## src/rtl/gene_net_analyzer_pkg.sv

```systemverilog
// Shared constants, types and the gene-network next-state function.
package gene_net_pkg;

  localparam int unsigned STATE_W    = 8;
  localparam int unsigned NUM_STATES = 1 << STATE_W;

  typedef logic [STATE_W-1:0] state_t;

  // All eight genes update simultaneously from the current state.
  function automatic state_t gene_next(input state_t x);
    state_t n;
    n[7] = x[5] & x[3];
    n[6] = x[4] | x[7];
    n[5] = x[2] & ~x[0];
    n[4] = x[6];
    n[3] = x[7] ^ x[2];
    n[2] = x[3] & x[5];
    n[1] = x[0];
    n[0] = x[1];
    return n;
  endfunction

endpackage

```

## src/rtl/gene_net_analyzer_if.sv

```systemverilog
// Bus between the analyzer and whoever supplies the initial state and
// watches the trajectory.
interface gene_net_analyzer_if;
  import gene_net_pkg::*;

  state_t init_val_chk;
  state_t x_out;
  logic   fixed_flag;
  logic   cycle_flag;

  modport master (
    output init_val_chk,
    input  x_out,
    input  fixed_flag,
    input  cycle_flag
  );

  modport slave (
    input  init_val_chk,
    output x_out,
    output fixed_flag,
    output cycle_flag
  );

endinterface

```

## src/rtl/gene_net_analyzer_step.sv

```systemverilog
// Combinational next-state logic of the gene network.
module gene_net_step
  import gene_net_pkg::*;
(
  input  state_t x_in,
  output state_t x_next
);

  assign x_next = gene_next(x_in);

endmodule

```

## src/rtl/gene_net_analyzer.sv

```systemverilog
// Iterates the gene network from a loaded initial state and flags whether
// the trajectory settles on a fixed point or falls into a limit cycle.
module gene_net_analyzer
  import gene_net_pkg::*;
(
  input  logic                  clk,
  input  logic                  rst_n,
  gene_net_analyzer_if.slave    bus
);

  state_t                  x;
  state_t                  x_nxt;
  state_t                  init_q;
  logic [NUM_STATES-1:0]   visited;
  logic                    load_pending;
  logic                    fixed_q;
  logic                    cycle_q;
  logic                    load;

  gene_net_step u_step (
    .x_in   (x),
    .x_next (x_nxt)
  );

  // A new initial value, or the first edge after reset, restarts the run.
  always_comb begin
    load = load_pending | (bus.init_val_chk != init_q);
  end

  // State register, visited bitmap and sticky flags; a load overrides any
  // flag update on the same edge.
  always_ff @(posedge clk or negedge rst_n) begin
    if (!rst_n) begin
      x            <= '0;
      init_q       <= '0;
      visited      <= '0;
      fixed_q      <= 1'b0;
      cycle_q      <= 1'b0;
      load_pending <= 1'b1;
    end else begin
      init_q <= bus.init_val_chk;
      if (load) begin
        x            <= bus.init_val_chk;
        visited      <= '0;
        fixed_q      <= 1'b0;
        cycle_q      <= 1'b0;
        load_pending <= 1'b0;
      end else begin
        x          <= x_nxt;
        visited[x] <= 1'b1;
        fixed_q    <= fixed_q | (x_nxt == x);
        cycle_q    <= cycle_q | (visited[x] & (x_nxt != x));
      end
    end
  end

  assign bus.x_out      = x;
  assign bus.fixed_flag = fixed_q;
  assign bus.cycle_flag = cycle_q;

endmodule

```

## src/flat_wrapper.sv

```systemverilog
// flat-port wrapper written by rule: the top's interface ports become plain ports
module gene_net_analyzer_flat import gene_net_pkg::*;
  (clk, rst_n, bus_init_val_chk, bus_x_out, bus_fixed_flag, bus_cycle_flag);
  gene_net_analyzer_if bus_i ();
  input  logic clk;
  input  logic rst_n;
  input wire logic [$bits(bus_i.init_val_chk)-1:0] bus_init_val_chk;
  output wire logic [$bits(bus_i.x_out)-1:0] bus_x_out;
  output wire logic [$bits(bus_i.fixed_flag)-1:0] bus_fixed_flag;
  output wire logic [$bits(bus_i.cycle_flag)-1:0] bus_cycle_flag;
  assign bus_i.init_val_chk = bus_init_val_chk;
  assign bus_x_out = bus_i.x_out;
  assign bus_fixed_flag = bus_i.fixed_flag;
  assign bus_cycle_flag = bus_i.cycle_flag;
  gene_net_analyzer u_core (.clk(clk), .rst_n(rst_n), .bus(bus_i));
endmodule
```

## config.mk

```make
export PLATFORM = sky130hd
export DESIGN_NAME = gene_net_analyzer_flat
export DESIGN_NICKNAME = d
export VERILOG_FILES = /design/src/rtl/gene_net_analyzer_pkg.sv /design/src/rtl/gene_net_analyzer_if.sv /design/src/rtl/gene_net_analyzer_step.sv /design/src/rtl/gene_net_analyzer.sv /design/src/flat_wrapper.sv
export SDC_FILE = /design/constraint.sdc
export NUM_CORES = 1
export LEC_CHECK = 0
export CORE_MARGIN = 2
export CORE_UTILIZATION = 55
export DETAILED_ROUTE_END_ITERATION = 16
export PLACE_DENSITY = 0.78
export SYNTH_ARGS = -nofsm -noshare
export SYNTH_HDL_FRONTEND = slang
export SYNTH_SLANG_ARGS = --single-unit
```

## constraint.sdc

```tcl
create_clock -name clk -period 3 [get_ports clk]
set_input_delay 0.45 -clock clk [delete_from_list [all_inputs] [get_ports clk]]
set_output_delay 0.45 -clock clk [all_outputs]
set_load 0.01 [all_outputs]
```

=== After elaboration in Yosys (flattened, before gate mapping) ===
Cells that the tools add are included.

* Multiplexer cells: 8
* Reduce and logical (&&, ||, !) cells: 1
* Equality and inequality tests: 3
* Magnitude comparators: 2
* Bitwise operators: 10

{| class="wikitable"
|+ Operator list
! kind !! number
|-
| $mux 256 || 1
|-
| $or 256x256->256 || 1
|-
| $ne 8x8->1 || 2
|-
| $lt 8x9->1 const B || 1
|-
| $bmux 1 s8 || 1
|-
| $demux 1 s8 || 1
|-
| $eq 8x8->1 || 1
|-
| $ge 8x1->1 const B || 1
|-
| $mux 8 || 1
|-
| $mux 1 || 4
|-
| $or 1x1->1 || 4
|-
| $and 1x1->1 || 3
|-
| $logic_and 1x1->1 || 1
|-
| $not 1->1 || 1
|-
| $xor 1x1->1 || 1
|}

* Output and inout port bits: 10
* Bits in registers: 275
* Bits of input ports: 10

=== Depth between registers and ports, before layout ===
Gate-level depths: netlist (run 1).

* Depth in word-level cells: 6
* Mapped depth: 13
* Mapped depth without buffers: 9

=== Cells and area by module ===
Synthesis (run 1) repeated with hierarchy kept, for this count alone.

* Cells, all modules: 1164
* Area total of the unflattened synthesis: 12229.2 um^2

{| class="wikitable"
|+ By module, submodules not included
! module !! seq. area each (um^2) !! area each (um^2) !! cells an instance !! instances
|-
| gene_net_analyzer || 6882.9 || 12171.7 || 1156 || 1
|-
| gene_net_step || 0.0 || 57.6 || 8 || 1
|}

=== Worst setup path before layout (run 1) ===
OpenSTA, ideal clock, no wires.

* Kind: reg2reg
* Start: reg u_core.x[0], in the netlist u_core.bus.x_out[0]
* End: reg u_core.cycle_q, in the netlist u_core.bus.cycle_flag
* Required time: 2.879 ns
* Buffers on the path: 4
* Library setup time: 0.121 ns
* Arrival: 2.255 ns
* Setup slack: 0.624 ns
* Stages on the path, launching flop included: 14
* Cell sequence: dfrtp_1 buf_6 buf_6 buf_8 buf_8 inv_1 ha_1 nor3_1 nand2_1 nor3_1 a21oi_1 o31ai_1 o21ai_1 a22o_1

* Word-level cells in the longest chain between the ends: 6

{| class="wikitable"
|+ RTL lines
! item !! RTL line !! RTL
|-
| from (decl) || gene_net_analyzer.sv:11 || <nowiki>state_t x;</nowiki>
|-
| from (signal assigned) || gene_net_analyzer.sv:43 || <nowiki>x <= bus.init_val_chk;</nowiki>
|-
| from (signal assigned) || gene_net_analyzer.sv:49 || <nowiki>x <= x_nxt;</nowiki>
|-
| parallel branches: the longest is 3 deep, another holds $bmux 1 s8 || n/a ||
|-
| $and 1x1->1 * || gene_net_analyzer.sv:52 || <nowiki>cycle_q <= cycle_q | (visited[x] & (x_nxt != x));</nowiki>
|-
| $or 1x1->1 * || gene_net_analyzer.sv:52 ||
|-
| $mux 1 * || gene_net_analyzer.sv:42 || <nowiki>if (load) begin</nowiki>
|-
| to (signal assigned) || gene_net_analyzer.sv:52 ||
|-
| to (decl) || gene_net_analyzer.sv:17 || <nowiki>logic cycle_q;</nowiki>
|}

Mark *: on every way between the ends. The select of a mux whose other input is x is not followed.
A chain may end at the register's enable or synchronous reset.

=== Worst setup path in the final report (run 1) ===
* Start: reg u_core.x[1], in the netlist u_core.bus.x_out[1]
* End: reg u_core.cycle_q, in the netlist u_core.bus.cycle_flag

* Word-level cells in the longest chain between the ends: 5

{| class="wikitable"
|+ RTL lines
! item !! RTL line
|-
| $bmux 1 s8 || gene_net_analyzer.sv:52
|-
| $mux 1 (implied by the code) || gene_net_analyzer.sv:52
|-
| $and 1x1->1 * || gene_net_analyzer.sv:52
|-
| $or 1x1->1 * || gene_net_analyzer.sv:52
|-
| $mux 1 * || gene_net_analyzer.sv:42
|}

Mark *: on every way between the ends. The rest lies on a longest branch, timed or not. The select of a mux whose other input is x is not followed.

==> impl_metrics.sql, run 1 <==
INSERT INTO impl_metrics (metric_group, metric, value, unit) VALUES
('floorplanning', 'die_w', '153.4', 'um'),
('clock_network', 'clk_path_buf_depth', '3', ''),
('power_and_ir_drop', 'post-layout-total-power', '7.890', 'mW'),
('sta', 'aggregate_negative_setup_slack', '0', 'ns'),
('setup_path', 'cpLargestDelayFamily', 'simple AND/OR/NAND/NOR gates', ''),
('placed_design', 'io_buffers', '19', ''),
('grt', 'grt_max_degree', '107', ''),
('route', 'drtPass1Iterations', '5', ''),
('setup_path', 'cell_by_cell_listing_of_the_critical_path', 'and2_1, buf_4, a22oi_1, o211ai_1, nand2_1, nor3_1, o21ai_1, a22o_1', ''),
('grt', 'grt_pass1_vias', '9211', ''),
('clock_network', 'numClockSinks', '275', ''),
('setup_path', 'r2r-end', 'u_core.bus.cycle_flag', ''),
('synth', 'asyncSetResetFlopFracSynth', '1.000', ''),
('route', 'detail-route-antenna-nets', '0', ''),
('sta', 'worst_hold_slack', '0.3958', 'ns'),
('sta', 'hold_viol_final', '0', ''),
('route', 'viasPerCell', '6.322', ''),
('setup_path', 'top_fanout_value_on_the_critical_path', '15', ''),
('synth', 'syn_avg_cell_area', '10.50', 'um2'),
('clock_network', 'postCtsSetupRepairBufs', '0', ''),
('synth', 'synth_enable_flop_cells', '0', ''),
('clock_network', 'clkSlewWorstSetupHoldPaths', '0.07', 'ns'),
('sta', 'max_fclk', '345.1', 'MHz'),
('setup_path', 'timing.reg2reg.worst_path_depth', '8', ''),
('floorplanning', 'io_pins', '20', ''),
('grt', 'global_route_wire_length_before_repair', '51080', 'um'),
('clock_network', 'holdBufCountCts', '1', ''),
('route', 'routed-via-count', '9274', ''),
('sta', 'worst-slew-pin-transition', '1.183', 'ns'),
('setup_path', 'critical_path.reg2reg.startpoint', 'u_core.bus.x_out[1]', ''),
('finish', 'drive_gt1_frac', '0.1264', ''),
('placed_design', 'post-dp-hpwl', '19260', 'um'),
('clock_network', 'clk_root_buffer_cell', 'sky130_fd_sc_hd__clkbuf_16', ''),
('setup_path', 'critical_path.startpoint_type', 'register', ''),
('setup_path', 'slowest_stage', 'sky130_fd_sc_hd__dfrtp_1', ''),
('setup_path', 'critPathRequiredTime', '3.43', 'ns'),
('route', 'drt-initial-drc-count', '1000', ''),
('synth', 'postSynth.topFlopCell', 'sky130_fd_sc_hd__dfrtp_1', ''),
('placed_design', 'place.gp.congestion', '0.8293', ''),
('floorplanning', 'initial_core_util', '0.5605', ''),
('flow_run', 'timing.max_cap.violations', '0', ''),
('power_and_ir_drop', 'power_density', '571.9', 'nW/um2'),
('synth', 'synth.yosys.warnings', '0', ''),
('power_and_ir_drop', 'cellLeakagePower', '5.844', 'nW'),
('finish', 'post-route-util', '0.6303', ''),
('power_and_ir_drop', 'ir_drop_worst_vdd', '0.0003571', 'V'),
('sta', 'min_period', '2.897', 'ns'),
('clock_network', 'cts_tree', 'built', ''),
('synth', 'netlist_instances', '1169', ''),
('floorplanning', 'row_count', '54', ''),
('clock_network', 'h-tree-depth', '1', ''),
('floorplanning', 'dieHeight', '153.4', 'um'),
('setup_path', 'worst_path_largest_cell_delay', '0.85', 'ns'),
('finish', 'area_growth_syn_to_layout', '12.44', '%'),
('setup_path', 'worstPathArrival', '3.33', 'ns'),
('grt', 'initial_antenna_violation_count', '0', ''),
('setup_path', 'criticalPathCategory', 'register to register', ''),
('outcome', 'status', 'finished clean', ''),
('grt', 'global_route.overflow_total', '0', ''),
('synth', 'netlist-cell-type-count', '51', ''),
('setup_path', 'timing.critical_path.to_type', 'register', ''),
('route', 'drc', '0', ''),
('route', 'postRouteWirelength', '32150', 'um'),
('sta', 'finalSetupViolCount', '0', ''),
('synth', 'ys_seq_area_frac', '0.5609', ''),
('sta', 'final-max-slew-violation-count', '0', ''),
('sta', 'min_period_over_period', '0.9658', ''),
('grt', 'track_usage', '0.2731', ''),
('finish', 'insertedDiodeCount', '0', ''),
('floorplanning', 'die_area', '23520', 'um2'),
('clock_network', 'count_of_cells_resized_by_post_cts_repair', '0', '');
placed cells by master (no fill, tap or decap), types with 3 or more instances in the layout:
cell type	synthesis	layout
sky130_fd_sc_hd__mux4_2	39	39
sky130_fd_sc_hd__dfrtp_1	274	272
sky130_fd_sc_hd__clkbuf_8	0	5
sky130_fd_sc_hd__nor3_1	10	10
sky130_fd_sc_hd__o211ai_1	3	3
sky130_fd_sc_hd__nand3_1	12	12
sky130_fd_sc_hd__bufinv_16	0	4
sky130_fd_sc_hd__nand4_1	6	6
sky130_fd_sc_hd__o21ai_0	9	9
sky130_fd_sc_hd__clkdlybuf4s50_1	0	18
sky130_fd_sc_hd__clkbuf_16	0	29
sky130_fd_sc_hd__nor2b_1	6	6
sky130_fd_sc_hd__and3_1	5	5
sky130_fd_sc_hd__buf_12	1	6
sky130_fd_sc_hd__clkinv_2	0	8
sky130_fd_sc_hd__xnor2_1	9	9
sky130_fd_sc_hd__nor2_1	271	271
sky130_fd_sc_hd__mux4_1	10	10
sky130_fd_sc_hd__and2_1	14	14
sky130_fd_sc_hd__a21oi_1	266	266
sky130_fd_sc_hd__mux2i_1	40	40
sky130_fd_sc_hd__buf_4	1	49
sky130_fd_sc_hd__ha_1	4	4
sky130_fd_sc_hd__nand2b_1	4	4
sky130_fd_sc_hd__nand2_1	33	33
sky130_fd_sc_hd__a22oi_1	13	13
sky130_fd_sc_hd__a22o_1	3	3
worst register-to-register path: cells and delay by family, from the launching register on:
kind	cells	cell delay [ns]
and+or+nand+nor	3	1.06
DFF	1	0.85
AOI/OAI and AO/OA	4	0.61
buffers and inverters	1	0.26
state kept, by name, indices dropped and copies added, names as in the netlist:
name and flops:
u_core.bus.fixed_flag 1, u_core.bus.cycle_flag 1, u_core.load_pending 1, u_core.init_q 8
u_core.visited 256, u_core.bus.x_out 8
report_power, final:
| part | switching, mW | leakage (nW) | internal (mW) |
|---|---|---|---|
| clock network | 1.47 | 0.484 | 2.22 |
| logic | 0.301 | 1.56 | 0.147 |
| registers | 0.0350 | 3.80 | 3.72 |
| total | 1.80 | 5.84 | 6.09 |
synthesized netlist by cell type (all sizes together), types with 4 or more instances:
cell type  number  area, um2
a21oi         266       1331
a22oi          13      97.59
and2           16      100.1
and3            5      31.28
buf            23      193.9
clkbuf         84      315.3
dfrtp         274       6857
ha              4      50.05
mux2i          40      400.4
mux4           49       1141
nand2          33      123.9
nand2b          4      25.02
nand3          12      60.06
nand4           6      37.54
nor2          271       1017
nor2b           6      37.54
nor3           10      50.05
o21ai          10      50.04
xnor2           9      78.83
layer usage:
layer	routed length (um)	global-route usage	up-vias
li1	-	-	4052
met1	12910	0.3886	4612
met2	15270	0.4354	525
met3	2952	0.04423	85
met4	1028	0.09131	0
met5	0	0	-
stage by stage:
step / setup WS [ns] / cell area [um2] / instances
after global placement: 0.3042 / 12810 / 1416
after global routing: 0.05244 / 13800 / 1467
after floorplan: 0.6243 / 12270 / 1169
after detailed placement: 0.2464 / 12810 / 1416
after CTS: 0.1697 / 13800 / 1467
final: 0.1025 / 13800 / 1467
cells by family (layout without fill, tap and decap cells):
kind of cell / after synthesis / in the layout / share of synthesized area
flip-flops: 275 / 275 / 0.5609
adder cells (fa/ha/maj): 4 / 4 / 0.004079
AO/OA/AOI/OAI: 310 / 310 / 0.1344
XOR/XNOR: 10 / 10 / 0.007138
other: 1 / 1 / 0.0003056
buffers and inverters: 111 / 129 / 0.04272
AND/OR/NAND/NOR: 369 / 369 / 0.1248
multiplexers: 89 / 89 / 0.1256
final cells by class:
class,count,area [um2]
Clock inverter,14,175.2
Clock buffer,36,802.0
Multi-Input combinational cell,783,4873
Inverter,4,15.01
Tap cell,280,350.3
Sequential cell,275,6888
Fill cell,1688,8094
Timing Repair Buffer,75,693.2
worst max path at each step:
stage / startpoint / to / slack [ns] / depth (start not counted)
6_report: u_core.bus.x_out[1] / u_core.bus.cycle_flag / 0.10 / 8
2_1_floorplan: u_core.bus.x_out[0] / u_core.bus.cycle_flag / 0.62 / 13
3_3_place_gp: u_core.bus.x_out[1] / u_core.bus.cycle_flag / 0.30 / 7
3_5_place_dp: u_core.bus.x_out[1] / u_core.bus.cycle_flag / 0.25 / 8
4_1_cts: u_core.bus.x_out[1] / u_core.bus.cycle_flag / 0.17 / 8
5_1_grt: u_core.bus.x_out[1] / u_core.bus.cycle_flag / 0.05 / 8
Power figures use the tool's default switching activity.
==> run 2: changes to the inputs <==
--- a/config.mk
+++ b/config.mk
@@ -5,6 +5,7 @@
 export SDC_FILE = /design/constraint.sdc
 export NUM_CORES = 1
 export LEC_CHECK = 0
+export CORE_ASPECT_RATIO = 1.5
 export CORE_MARGIN = 2
 export CORE_UTILIZATION = 55
 export DETAILED_ROUTE_END_ITERATION = 16
==> impl_metrics.sql, run 2 (synthesis gave the netlist of run 1 again) <==
INSERT INTO impl_metrics (metric_group, metric, value, unit) VALUES
('outcome', 'status', 'finished clean', ''),
('clock_network', 'clk_root_buffer_cell', 'sky130_fd_sc_hd__clkbuf_16', ''),
('clock_network', 'numClockSinks', '275', ''),
('finish', 'post-route-util', '0.6324', ''),
('sta', 'min_period', '2.660', 'ns'),
('floorplanning', 'initial_core_util', '0.5628', ''),
('setup_path', 'worstPathArrival', '3.08', 'ns'),
('power_and_ir_drop', 'ir_drop_worst_vdd', '0.0003586', 'V'),
('sta', 'clock_skew', '0.01042', 'ns'),
('sta', 'worst-slew-pin-transition', '1.042', 'ns'),
('route', 'detail-route-antenna-nets', '0', ''),
('placed_design', 'post-dp-hpwl', '20160', 'um'),
('clock_network', 'clk_path_buf_depth', '3', ''),
('clock_network', 'cts_inserted_buffers', '25', ''),
('clock_network', 'h-tree-depth', '1', ''),
('setup_path', 'critical_path.reg2reg.startpoint', 'u_core.bus.x_out[0]', ''),
('setup_path', 'critical_path.startpoint_type', 'register', ''),
('sta', 'min_period_over_period', '0.8866', ''),
('worst_hold_path', 'hold_start', 'bus_init_val_chk[1]', ''),
('power_and_ir_drop', 'post-layout-total-power', '7.802', 'mW'),
('finish', 'largest_reg_flops', '256', ''),
('flow_run', 'timing.max_cap.violations', '0', ''),
('route', 'drt-initial-drc-count', '1114', ''),
('grt', 'global_route_wire_length_before_repair', '51580', 'um'),
('floorplanning', 'io_pins', '20', ''),
('floorplanning', 'die_w', '126.0', 'um'),
('setup_path', 'r2r-end', 'u_core.bus.cycle_flag', ''),
('sta', 'hold_viol_final', '0', ''),
('finish', 'area_growth_syn_to_layout', '12.36', '%'),
('placed_design', 'place.gp.congestion', '0.9094', ''),
('clock_network', 'insertion_delay', '0.53', 'ns'),
('grt', 'track_usage', '0.2757', ''),
('grt', 'grt_pass1_vias', '9424', ''),
('finish', 'mostFrequentLayoutCell', 'sky130_fd_sc_hd__dfrtp_1', ''),
('power_and_ir_drop', 'cellLeakagePower', '5.843', 'nW'),
('worst_hold_path', 'worst_hold_path_type', 'input pin to register', ''),
('worst_hold_path', 'holdPathEnd', 'u_core.init_q[1]', ''),
('route', 'postRouteWirelength', '32520', 'um'),
('finish', 'filler_cell_count', '1593', ''),
('floorplanning', 'core', '21800', 'um2'),
('setup_path', 'timing.reg2reg.worst_path_depth', '8', ''),
('route', 'viasPerCell', '6.463', ''),
('setup_path', 'worst_path_largest_cell_delay', '0.69', 'ns'),
('clock_network', 'postCtsSetupRepairBufs', '0', ''),
('placed_design', 'io_buffers', '19', ''),
('route', 'routed-via-count', '9417', ''),
('finish', 'registers.top_by_ff_count', 'u_core.visited', ''),
('setup_path', 'cell_by_cell_listing_of_the_critical_path', 'buf_12, mux4_1, mux2i_1, o21ai_0, and2_1, o22ai_1, nor4_2, a22o_1', ''),
('grt', 'initial_antenna_violation_count', '0', ''),
('clock_network', 'cts_tree', 'built', ''),
('floorplanning', 'dieHeight', '186.9', 'um'),
('setup_path', 'slowest_stage', 'sky130_fd_sc_hd__dfrtp_4', ''),
('sta', 'aggregate_negative_setup_slack', '0', 'ns'),
('power_and_ir_drop', 'power_density', '565.9', 'nW/um2'),
('sta', 'worst_relative_slew_slack', '0.3055', ''),
('setup_path', 'criticalPathCategory', 'register to register', ''),
('setup_path', 'critPathRequiredTime', '3.42', 'ns'),
('finish', 'drive_gt1_frac', '0.1266', ''),
('sta', 'max_fclk', '376.0', 'MHz'),
('floorplanning', 'row_count', '66', ''),
('setup_path', 'timing.critical_path.to_type', 'register', ''),
('sta', 'final-max-slew-violation-count', '0', ''),
('clock_network', 'clkSlewWorstSetupHoldPaths', '0.07', 'ns'),
('finish', 'mostFrequentLayoutCells', '272 x sky130_fd_sc_hd__dfrtp_1, 271 x sky130_fd_sc_hd__nor2_1, 266 x sky130_fd_sc_hd__a21oi_1', ''),
('sta', 'grt_setup_unrepaired', 'false', ''),
('grt', 'global_route.overflow_total', '0', ''),
('grt', 'grt_max_degree', '142', ''),
('finish', 'insertedDiodeCount', '0', ''),
('floorplanning', 'die_area', '23550', 'um2'),
('route', 'drtPass1Iterations', '5', ''),
('route', 'avgRoutedWirePerCell', '22.32', 'um'),
('sta', 'finalSetupViolCount', '0', ''),
('worst_hold_path', 'min_path_cells', '1', ''),
('setup_path', 'regToRegSetupSlack', '0.34', 'ns'),
('finish', 'nNetsFinal', '1182', ''),
('route', 'drc', '0', ''),
('setup_path', 'top_fanout_value_on_the_critical_path', '21', '');
run 2: cell types whose count changed in the layout (fill, tap and decap cells not counted), moves of 2 or more:
| cell | change |
|---|---|
| sky130_fd_sc_hd__buf_4 | +3 |
| sky130_fd_sc_hd__bufinv_16 | +2 |
| sky130_fd_sc_hd__clkbuf_1 | -2 |
| sky130_fd_sc_hd__clkbuf_16 | -4 |
| sky130_fd_sc_hd__clkinv_2 | -5 |
run 2: where the power goes:
| group | leakage [nW] | total, mW | switching (mW) | internal (mW) |
|---|---|---|---|---|
| combinational | 1.59 | 0.461 | 0.311 | 0.150 |
| clock | 0.452 | 3.60 | 1.41 | 2.19 |
| sequential | 3.80 | 3.74 | 0.0249 | 3.72 |
run 2: per-stage QoR:
stage                     cell area, um2  setup slack (ns)  instances  hold WS, ns
final                              13790            0.3401       1457       0.4284
after floorplan                    12270            0.6243       1169       0.1544
after CTS                          13790            0.3478       1457       0.4296
after detailed placement           12840            0.3521       1412       0.4759
after global routing               13790            0.2237       1457       0.4511
after global placement             12840            0.4071       1412       0.4652
run 2: repair_timing:
action                                 4_1_cts  5_1_grt
hold buffers                                 1        0
endpoints found under the hold margin       62        0
resized for setup                            0        0
run 2: area by class of cell:
cell class | instances | area (um2) | share of cell area
sequential | 275 | 6888 | 0.4996
multi-input combinational | 783 | 4873 | 0.3535
timing repair buffer | 79 | 735.7 | 0.05336
clock buffer | 31 | 708.2 | 0.05137
tap | 272 | 340.3 | 0.02468
clock inverter | 13 | 226.5 | 0.01643
inverter | 4 | 15.01 | 0.001089
run 2: layer usage:
metal | wire length, um | vias to the layer above | track usage
met5 | 0 | - | 0
met4 | 1858 | 0 | 0.1416
met3 | 2280 | 125 | 0.03204
met2 | 16220 | 518 | 0.4601
met1 | 12160 | 4725 | 0.3566
li1 | - | 4049 | -
run 2: worst max-delay path by stage:
| stage | start | endpoint | slack (ns) |
|---|---|---|---|
| global route | u_core.bus.x_out[0] | u_core.bus.cycle_flag | 0.22 |
| detailed placement | u_core.bus.x_out[0] | u_core.bus.cycle_flag | 0.35 |
| finish | u_core.bus.x_out[0] | u_core.bus.cycle_flag | 0.34 |
| floorplan | u_core.bus.x_out[0] | u_core.bus.cycle_flag | 0.62 |
| global placement | u_core.bus.x_out[0] | u_core.bus.cycle_flag | 0.41 |
| CTS | u_core.bus.x_out[0] | u_core.bus.cycle_flag | 0.35 |
run 2: worst max-delay path: cells and delay by family, from the launching register on:
family / cells / cell delay (ns)
buf+inv: 1 / 0.26
simple gates: 2 / 0.27
mux: 2 / 0.83
flops: 1 / 0.69
compound gates: 3 / 0.49
==> run 3: changes to the inputs <==
--- a/config.mk
+++ b/config.mk
@@ -5,9 +5,9 @@
 export SDC_FILE = /design/constraint.sdc
 export NUM_CORES = 1
 export LEC_CHECK = 0
-export CORE_ASPECT_RATIO = 1.5
 export CORE_MARGIN = 2
 export CORE_UTILIZATION = 55
+export CTS_CLUSTER_SIZE = 25
 export DETAILED_ROUTE_END_ITERATION = 16
 export PLACE_DENSITY = 0.78
 export SYNTH_ARGS = -nofsm -noshare
==> results of run 3 <==
The final DEF is identical to that of run 1; final timing and power are the same.
